===== config.mk =====
export PLATFORM = sky130hd
export DESIGN_NAME = neokeon_dec_rc_xor
export DESIGN_NICKNAME = d
export VERILOG_FILES = /design/src/rtl/neokeon_dec_rc_xor.sv
export SDC_FILE = /design/constraint.sdc
export NUM_CORES = 1
export LEC_CHECK = 0
export BUFFER_PORTS_ARGS = -buffer_cell sky130_fd_sc_hd__buf_2
export CAP_MARGIN = 10
export CORE_MARGIN = 4
export CORE_UTILIZATION = 45
export CTS_BUF_LIST = sky130_fd_sc_hd__clkbuf_4 sky130_fd_sc_hd__clkbuf_8
export CTS_CLUSTER_SIZE = 24
export DETAILED_ROUTE_END_ITERATION = 6
export GPL_ROUTABILITY_DRIVEN = 0
export PLACE_DENSITY = 0.74
export REMOVE_ABC_BUFFERS = 1
export SLEW_MARGIN = 20
export SYNTH_ARGS = -nofsm -noshare
export SYNTH_HDL_FRONTEND = slang
export SYNTH_SLANG_ARGS = --single-unit
export TNS_END_PERCENT = 20

===== constraint.sdc =====
create_clock -name clk -period 1.9 [get_ports clk]
set_clock_uncertainty 0.15 [all_clocks]
set_input_delay 0.285 -clock clk [delete_from_list [all_inputs] [get_ports clk]]
set_output_delay 0.285 -clock clk [all_outputs]
set_load 0.05 [all_outputs]

===== src/rtl/neokeon_dec_rc_xor.sv =====
// -----------------------------------------------------------------------------
// neokeon_dec_rc_xor
//
// Round-constant stage for the decryption side of the Neokeon-128 core.
// The 8-bit round constant is walked backwards through the Neokeon LFSR
// sequence (0xD4, 0x6A, 0x35, ... 0x80 for the default parameters). The
// current constant is XORed into word a0 of each 128-bit state beat. Each
// block is NR+1 beats long. Results are held in a one-entry output register.
//
// Ports:
//   clk        in   1    system clock, rising edge
//   rst_n      in   1    asynchronous active-low reset
//   s_valid    in   1    input beat valid
//   s_ready    out  1    input beat accepted when s_valid && s_ready
//   s_state    in   128  input state {a0,a1,a2,a3}; a0 = [127:96]
//   s_first    in   1    first beat of a block (sampled with s_valid)
//   m_valid    out  1    output beat valid
//   m_ready    in   1    downstream ready
//   m_state    out  128  state with the round constant applied to a0
//   m_rc       out  8    constant applied to the current m_state beat
//   m_last     out  1    current beat used the final constant
//   proto_err  out  1    only when NEOKEON_DEC_PROTOCOL_CHECK_EN is defined:
//                        sticky flag for a mid-block restart, or for a block
//                        that starts without s_first
//
// Optional build macro: NEOKEON_DEC_PROTOCOL_CHECK_EN
// -----------------------------------------------------------------------------
module neokeon_dec_rc_xor #(
    parameter int          NR      = 16,
    parameter logic [7:0]  RC_LAST = 8'hD4
) (
    input  logic          clk,
    input  logic          rst_n,
    input  logic          s_valid,
    output logic          s_ready,
    input  logic [127:0]  s_state,
    input  logic          s_first,
    output logic          m_valid,
    input  logic          m_ready,
    output logic [127:0]  m_state,
    output logic [7:0]    m_rc,
    output logic          m_last
`ifdef NEOKEON_DEC_PROTOCOL_CHECK_EN
    ,
    output logic          proto_err
`endif
);

    // The beat counter must be able to hold NR.
    localparam int CW = (NR < 1) ? 1 : $clog2(NR + 1);

    localparam logic [0:0] ST_IDLE = 1'b0;
    localparam logic [0:0] ST_RUN  = 1'b1;

    logic [0:0]    state_q,   state_d;
    logic [7:0]    rc_cur_q,  rc_cur_d;
    logic [CW-1:0] rnd_cnt_q, rnd_cnt_d;
    logic          m_valid_q, m_valid_d;
    logic [127:0]  m_state_q, m_state_d;
    logic [7:0]    m_rc_q,    m_rc_d;
    logic          m_last_q,  m_last_d;

    logic          accept;
    logic          blk_start;
    logic [7:0]    rc_use;
    logic [7:0]    rc_prev;
    logic [CW-1:0] beat_idx;
    logic          beat_last;

    // The output register may be refilled in the same cycle it drains.
    assign s_ready = !m_valid_q || m_ready;
    assign accept  = s_valid && s_ready;

    always_comb begin
        // A beat opens a block when nothing is in progress, or when
        // s_first forces a restart in the middle of a block.
        blk_start = (state_q == ST_IDLE) || s_first;
        rc_use    = blk_start ? RC_LAST : rc_cur_q;
        beat_idx  = blk_start ? '0 : rnd_cnt_q;
        beat_last = (beat_idx == CW'(NR));

        // Inverse of the forward step rc' = (rc << 1) ^ (rc[7] ? 0x1B : 0).
        // An odd constant can only come from a byte whose MSB was set.
        if (rc_use[0]) begin
            rc_prev = ((rc_use ^ 8'h1B) >> 1) | 8'h80;
        end else begin
            rc_prev = rc_use >> 1;
        end

        state_d   = state_q;
        rc_cur_d  = rc_cur_q;
        rnd_cnt_d = rnd_cnt_q;
        m_valid_d = m_valid_q && !m_ready;
        m_state_d = m_state_q;
        m_rc_d    = m_rc_q;
        m_last_d  = m_last_q;

        if (accept) begin
            m_valid_d = 1'b1;
            m_state_d = {s_state[127:96] ^ {24'h0, rc_use}, s_state[95:0]};
            m_rc_d    = rc_use;
            m_last_d  = beat_last;
            if (beat_last) begin
                state_d   = ST_IDLE;
                rc_cur_d  = RC_LAST;
                rnd_cnt_d = '0;
            end else begin
                state_d   = ST_RUN;
                rc_cur_d  = rc_prev;
                rnd_cnt_d = beat_idx + 1'b1;
            end
        end
    end

    always_ff @(posedge clk or negedge rst_n) begin
        if (!rst_n) begin
            state_q   <= ST_IDLE;
            rc_cur_q  <= RC_LAST;
            rnd_cnt_q <= '0;
            m_valid_q <= 1'b0;
            m_state_q <= '0;
            m_rc_q    <= '0;
            m_last_q  <= 1'b0;
        end else begin
            state_q   <= state_d;
            rc_cur_q  <= rc_cur_d;
            rnd_cnt_q <= rnd_cnt_d;
            m_valid_q <= m_valid_d;
            m_state_q <= m_state_d;
            m_rc_q    <= m_rc_d;
            m_last_q  <= m_last_d;
        end
    end

    assign m_valid = m_valid_q;
    assign m_state = m_state_q;
    assign m_rc    = m_rc_q;
    assign m_last  = m_last_q;

`ifdef NEOKEON_DEC_PROTOCOL_CHECK_EN
    logic proto_err_q, proto_err_d;

    always_comb begin
        proto_err_d = proto_err_q;
        if (accept) begin
            if ((state_q == ST_RUN && s_first) || (state_q == ST_IDLE && !s_first)) begin
                proto_err_d = 1'b1;
            end
        end
    end

    always_ff @(posedge clk or negedge rst_n) begin
        if (!rst_n) begin
            proto_err_q <= 1'b0;
        end else begin
            proto_err_q <= proto_err_d;
        end
    end

    assign proto_err = proto_err_q;
`endif

endmodule


* After elaboration in Yosys (flattened, before gate mapping)
Index checks and enable logic that the tools add are counted.
Widths: inputs -> output; s select.
** Storage, ports and cells
- Input port bits :: 133
- Flip-flop bits (word level) :: 152
- Output and inout bits :: 139
- Word-level logic and storage cells :: 25
** Cells by class
- Add/sub/neg operators :: 1
- Reduce and logical (&&, ||, !) cells :: 6
- Equal/unequal tests :: 1
- Muxes and demuxes :: 7
- Bitwise operators :: 3
** Operators by type and width (count)
- $xor 32x8->32 :: 1
- $mux 8 :: 3
- $mux 5 :: 2
- $add 5x1->5 const B :: 1
- $eq 5x5->1 const B :: 1
- $not 4->4 :: 1
- $logic_and 1x1->1 :: 2
- $logic_not 1->1 :: 2
- $logic_or 1x1->1 :: 2
- $mux 1 :: 2
- $not 1->1 :: 1

* Depth between registers and ports, before layout
Gate-level depths: netlist of the first run.
- Depth after elaboration :: 6
- Gate-level depth with buffers :: 6

* Least setup slack after synthesis of the first run
Ideal clock, no wire load.
- Kind :: flip-flop to flip-flop
- From :: register m_valid_q, in the netlist m_valid
- To :: register m_rc_q[4], in the netlist m_rc[4]
- Slack :: -0.335 ns
- Data arrival time :: 1.953 ns
- Data required time :: 1.617 ns
- Library setup time :: 0.133 ns
- Stages on the path, launching flop included :: 7
- Path buffers :: 2
- Period minus slack after synthesis :: 2.235 ns
- Cell sequence :: dfrtp_1 > nor2b_1 > buf_4 > clkinv_1 > nand2_1 > buf_4 > o21ai_0
** On the way
- Cells in the longest elaborated chain, start to end :: 3
** RTL lines
- start, declared :: line 58 : logic m_valid_q, m_valid_d;
- start signal, assigned :: line 128 : m_valid_q <= m_valid_d;
- $logic_not 1->1 :: line 71 : assign s_ready = !m_valid_q || m_ready;
- $logic_or 1x1->1 :: line 71
- via s_ready :: line 35 : output logic s_ready,
- $logic_and 1x1->1 :: line 72 : assign accept = s_valid && s_ready;
- end signal, assigned :: line 130 : m_rc_q <= m_rc_d;
- end, declared :: line 60 : logic [7:0] m_rc_q, m_rc_d;
The timed path passes the listed nets, and every way through them passes these cells.
A chain may end at the register's enable or synchronous reset.

* Final worst setup path of the first run
- From :: register m_valid_q, in the netlist m_valid
- To :: register m_state_q[105], in the netlist m_state[105]
** On the way
- Cells in the longest elaborated chain, start to end :: 3
** RTL lines
- $logic_not 1->1 :: line 71
- $logic_or 1x1->1 :: line 71
- $logic_and 1x1->1 :: line 72
- end signal, assigned :: line 129 : m_state_q <= m_state_d;
- end, declared :: line 59 : logic [127:0] m_state_q, m_state_d;
No other way between the ends.

==> results of run 1 <==
area by class of cell:
type                            instances  area [µm²]  share of cell area
Clock buffer                           17         234              0.0241
Clock inverter                         15         215              0.0222
Tap cell                              180         225              0.0232
Sequential cell                       152        3810               0.392
Timing Repair Buffer                  411        2840               0.293
Multi-Input combinational cell        213        2360               0.243
Inverter                                5        21.3             0.00219
state kept, by name (all words and copies together), names as in the netlist:
name       flops
rnd_cnt_q      5
state_q        1
rc_cur_q       8
m_state      128
m_valid        1
m_rc           8
m_last         1
kinds of logic (layout without fill, tap and decap cells):
family	count (synthesis)	after routing	share of synthesized area
AND/OR/NAND/NOR	27	27	0.0304
buffers and inverters	27	448	0.0463
XOR/XNOR	10	10	0.0135
flip-flops	152	152	0.589
AO/OA/AOI/OAI	52	52	0.0519
multiplexers	124	124	0.269
metrics by stage:
stage	utilization	power [mW]	hold slack (ps)	cells	worst slack [ps]
3_3_place_gp	0.572	7.51	78.6	837	167
2_1_floorplan	-	6.60	-161	370	-1350
4_1_cts	0.693	10.6	8.95	993	16.4
3_5_place_dp	0.572	7.58	79.3	837	130
6_report	0.694	10.6	48.8	993	108
5_1_grt	0.694	11.0	29.3	993	18.1
Yosys cell counts (all sizes together), types with 5 or more instances:
| library cell | instances | area [µm²] |
|---|---|---|
| a21oi | 5 | 25.0 |
| buf | 18 | 265 |
| dfrtp | 148 | 3700 |
| mux2 | 124 | 1740 |
| nand2 | 5 | 18.8 |
| o21ai | 24 | 120 |
| o22a | 5 | 43.8 |
| o2bb2ai | 5 | 43.8 |
| xnor2 | 5 | 43.8 |
| xor2 | 5 | 43.8 |
report_power, final:
part           internal, mW  switching, mW
registers              3.75          0.350
clock network          1.47           1.32
logic                  1.27           2.43
path summary, 6_finish.rpt:
check,cells after the start,to,slack [ps],start
hold / removal,3,m_state[98],50,s_state[98]
setup reg to reg,5,m_state[105],110,m_valid
min in group asynchronous,2,m_state[43],180,rst_n
hold reg to reg,1,m_state[104],340,m_state[104]
max in group asynchronous,3,rc_cur_q[6],800,rst_n
setup / recovery,5,m_state[105],110,m_valid
metal layers:
metal / vias up / GRT usage / share of wire
met4: 0 / 0.0861 / 0.026
met5: - / 0 / 0
met2: 245 / 0.427 / 0.52
met1: 2444 / 0.281 / 0.38
met3: 43 / 0.0600 / 0.067
li1: 2209 / - / -
timing repair:
item	in CTS	in global routing
hold endpoints to repair	271	0
hold buffers	124	0
endpoints found under the setup margin	1	2
gates resized for setup	2	3
tightest hold or removal path: stages:
cell and delay [ps]:
buf_2 80, xnor2_1 100, mux2_4 130
==> flow_summary.yaml, run 1 <==
routing:
  drc_violation_count_after_routing: 0
  wirelength_um: 19600
  total_number_of_vias: 4941
  post_drt_wl_per_cell_um: 19.7
  avgViaCountPerCell: 4.98
  final_antenna_net_count: 0
  initialDrtViolationCount: 218
  number_of_iterations_in_the_first_detailed_routing_pass: 4
logic_synthesis:
  synthesis.area_per_instance_um2: 16.5
  seq_area_frac_synth: 0.589
  synthesis.yosys.warnings: 0
  edff_count_synth: 0
  syn_inst: 392
  dominantRegCellSynth: "dfrtp_1"
  synth.ff_latch_count: 152
  post_synth_instance_area_mm2: 0.00646
  asyncSetResetFlopFracSynth: 1.00
  yosys.cell_types.count: 42
run_status:
  outcome: "completed"
critical_path:
  cp_data_arrival_time_ps: 1960
  timing_worst_setup_path_type: "flip-flop to flip-flop"
  worst_path_max_delay_cell: "mux2_1"
  critical_path.n_buffers_inverters: 2
  cp.required_ps: 2070
  crit_fanout: 40
  critical_path.top_delay_family: "buffers and inverters"
  cp_cell_sequence: "nor2b_1, buf_4, nor2_8, buf_12, mux2_1"
  timing.critical_path.to_type: "flip-flop"
  worst_setup_path_start_kind: "flip-flop"
  critical-path-max-stage-delay_ps: 390
global_route:
  first_pass_grt_wire_length_um: 30400
  grt_start_max_net_pins: 46
  antenna_found_initial: 0
  grt.total_usage: 0.240
  grt_pass1_vias: 5548
  gr-total-overflow: 0
finish:
  leading_cell_types_in_the_layout_fill_and_taps_excluded: "269 x buf_2, 148 x dfrtp_1, 124 x dlygate4sd3_1"
  post_route_cells_drive_above_1_share: 0.554
  stdcell_area_mm2: 0.00971
  finalNetCount: 933
  final_common_cell: "buf_2"
  fillers: 915
  antenna-diode-count: 0
  areaGrowthSynthToFinish_pct: 50.2
floorplan:
  ios: 272
  rows: 43
  die_width_um: 128
  design.die.area_mm2: 0.0163
  die_height_um: 128
  floorplan.initialDensity: 0.462
  floorplan.core_area_mm2: 0.0140
cts:
  cts_sinks: 152
  cts-root-to-sink-buffers: 2
  clock_latency_ps: 430
  ctsRootBufferMaster: "clkbuf_8"
  post_cts_setup_buffers: 0
  cts_buffers: 17
  htree_num_levels: 4
  clkTransAtPathRegs_ps: 90
  cts_tree: "built"
timing:
  maxSlewHeadroom: 0.649
  number_of_max_slew_violations_in_the_final_report: 0
  finalHoldViolCount: 0
  final_period_minus_worst_setup_slack_ps: 1790
  tightest_slew_ps: 522
  rsz0062_at_grt: "false"
  max_freq_mhz: 558
  finalSetupTns_ps: 0
  timing.final.setup_violations: 0
  period_share: 0.943
placed_design:
  placed_area_mm2: 0.00801
  numPortBuffers: 271
  place.detailed.hpwl_um: 12000
power:
  ir_drop_worst_case_vdd_mv: 0.634
  pwr_density_cell_mw_per_mm2: 1090
  total_leakage_power_nw: 4.75
run:
  number_of_max_cap_violations: 0
hold_path:
  worstHoldPathType: "primary input to flip-flop"
Power figures use the tool's default switching activity.
==> run 2, diff against run 1 <==
- ABC_AREA: unset -> 1
- CORE_UTILIZATION: 45 -> 48
- PLACE_DENSITY: 0.74 -> 0.8
==> flow_summary.yaml, run 2 <==
critical_path:
  worst_path_max_delay_cell: "dlygate4sd3_1"
  cp_data_arrival_time_ps: 1930
  worst_r2r_path_depth: 6
  critical_path.reg2reg.startpoint: "m_valid"
  cp_cell_sequence: "dlygate4sd3_1, buf_2, nand2_4, buf_12, nor2_1, nand2_1, o21ai_0"
  critical_path.reg2reg.endpoint: "m_state[42]"
  timing.critical_path.to_type: "flip-flop"
  worstSetupStartpoint: "s_valid"
  critical-path-max-stage-delay_ps: 530
  critical_path.top_delay_family: "buffers and inverters"
  crit_fanout: 149
  worst_setup_path_start_kind: "primary input"
  endpoint: "rc_cur_q[0]"
  reg2reg_setup_slack_ps: 170
  cp.required_ps: 2060
  critical_path.n_buffers_inverters: 3
  number_of_gates_on_the_worst_path_with_buffers_counted: 7
  timing_worst_setup_path_type: "primary input to flip-flop"
global_route:
  grt.total_usage: 0.270
  gr-total-overflow: 0
  grt_start_max_net_pins: 150
  antenna_found_initial: 0
  grt_pass1_vias: 6256
  first_pass_grt_wire_length_um: 30500
routing:
  initialDrtViolationCount: 536
  final_antenna_net_count: 0
  total_number_of_vias: 6097
  drc_violation_count_after_routing: 0
  number_of_iterations_in_the_first_detailed_routing_pass: 5
  avgViaCountPerCell: 4.87
  post_drt_wl_per_cell_um: 15.1
  wirelength_um: 18900
hold_path:
  min_delay_path_depth: 3
  worstHoldPathType: "primary input to flip-flop"
finish:
  fillers: 758
  area_taken_by_multi_input_logic_gates_mm2: 0.00190
  largest_reg_flops: 128
  areaGrowthSynthToFinish_pct: 54.0
  regArea_mm2: 0.00381
  leading_cell_types_in_the_layout_fill_and_taps_excluded: "418 x nand2_1, 270 x buf_2, 148 x dfrtp_1"
  post_route_cells_drive_above_1_share: 0.296
  antenna-diode-count: 0
  finalNetCount: 1205
  final_common_cell: "nand2_1"
timing:
  tightest_slew_ps: 613
  maxSlewHeadroom: 0.591
  timing.final.setup_violations: 0
  period_share: 0.927
  final_period_minus_worst_setup_slack_ps: 1760
  rsz0062_at_grt: "false"
  finalSetupTns_ps: 0
  number_of_max_slew_violations_in_the_final_report: 0
  finalHoldViolCount: 0
  max_freq_mhz: 567
power:
  ir_drop_worst_case_vdd_mv: 0.618
  total_power_mw: 9.19
  total_leakage_power_nw: 5.16
  pwr_density_cell_mw_per_mm2: 1010
logic_synthesis:
  asyncSetResetFlopFracSynth: 1.00
  dominantRegCellSynth: "dfrtp_1"
  yosysMostFrequentCell: "nand2_1"
  synthesis.yosys.warnings: 0
  post_synth_instance_area_mm2: 0.00594
  synth.area.top_cells: "dfrtp_1 62%, nand2_1 26%, dfstp_2 1.8%"
  synth.cells.most_frequent: "418 x nand2_1, 148 x dfrtp_1, 19 x buf_2"
  synth.ff_latch_count: 152
  syn_inst: 676
  synthesis.area_per_instance_um2: 8.78
  synth_largest_type_area_fraction: 0.624
  yosys.cell_types.count: 21
  synth.largest_area_cell: "dfrtp_1"
  edff_count_synth: 0
  seq_area_frac_synth: 0.642
floorplan:
  floorplan.core_area_mm2: 0.0121
  floorplan.initialDensity: 0.492
  rows: 40
  ios: 272
  design.die.area_mm2: 0.0142
  die_height_um: 119
  die_width_um: 119
cts:
  clkTransAtPathRegs_ps: 70
  cts_buffers: 17
  htree_num_levels: 4
  cts_sinks: 152
  ctsRootBufferMaster: "clkbuf_8"
  cts_tree: "built"
  cts-root-to-sink-buffers: 2
  post_cts_setup_buffers: 0
  clock_latency_ps: 440
run:
  number_of_max_cap_violations: 0
run_status:
  outcome: "completed"
placed_design:
  place.detailed.hpwl_um: 10500
  numPortBuffers: 271
-- run 2: worst min path at each step --
stage	start	to	slack, ps
final	s_first	m_rc[4]	70
after CTS	s_first	m_rc[4]	40
after global routing	s_first	m_rc[4]	60
after detailed placement	rst_n	m_state[19]	100
after global placement	rst_n	m_state[13]	100
after floorplan	rst_n	m_last	-160
-- run 2: layer usage --
metal	wire length [µm]	track usage	up-vias	share of wire
li1	-	-	2833	-
met1	7050	0.305	2844	0.37
met2	9620	0.460	337	0.51
met3	1410	0.0764	83	0.075
met4	848	0.148	0	0.045
met5	0	0	-	0
-- run 2: where the power goes --
part | internal, mW | switching [mW]
Sequential | 3.67 | 0.248
Clock | 1.18 | 1.10
Combinational | 0.790 | 2.21
Total | 5.63 | 3.56
-- run 2: timing repair --
item	in CTS	in global routing
setup endpoints to repair	0	6
gates resized for setup	0	1
hold endpoints to repair	257	0
hold buffers	131	0
-- run 2: per-stage QoR --
stage | instances | hold slack [ps] | setup slack (ps) | cell area (µm²) | util
6_report | 1253 | 70.6 | 138 | 9140 | 0.758
5_1_grt | 1253 | 56.4 | 71.0 | 9140 | 0.758
4_1_cts | 1253 | 37.1 | 148 | 9140 | 0.758
3_5_place_dp | 1090 | 96.2 | 150 | 7460 | 0.618
3_3_place_gp | 1090 | 95.4 | 171 | 7460 | 0.618
2_1_floorplan | 645 | -161 | -2430 | 5770 | -
-- run 2: cells by family after synthesis --
logic type	Yosys count	synth area share
AND/OR/NAND/NOR	444	0.286
flip-flops	152	0.642
buffers and inverters	49	0.0394
AO/OA/AOI/OAI	23	0.0213
XOR/XNOR	8	0.0118
-- run 2: worst register-to-register path, stage by stage (launching register included) --
cell     delay, ps
dfrtp_1        390
nand2_2        110
nand2_4         80
inv_6          300
buf_12         340
nand2_1        190
nand2_1        110
-- run 2: layout make-up --
type | instances | area share
inverters | 18 | 0.00794
repair buffers | 408 | 0.304
clock inverters | 3 | 0.00164
multi-input cells | 475 | 0.208
well taps | 168 | 0.0230
flip-flops and latches | 152 | 0.417
clock buffers | 29 | 0.0389
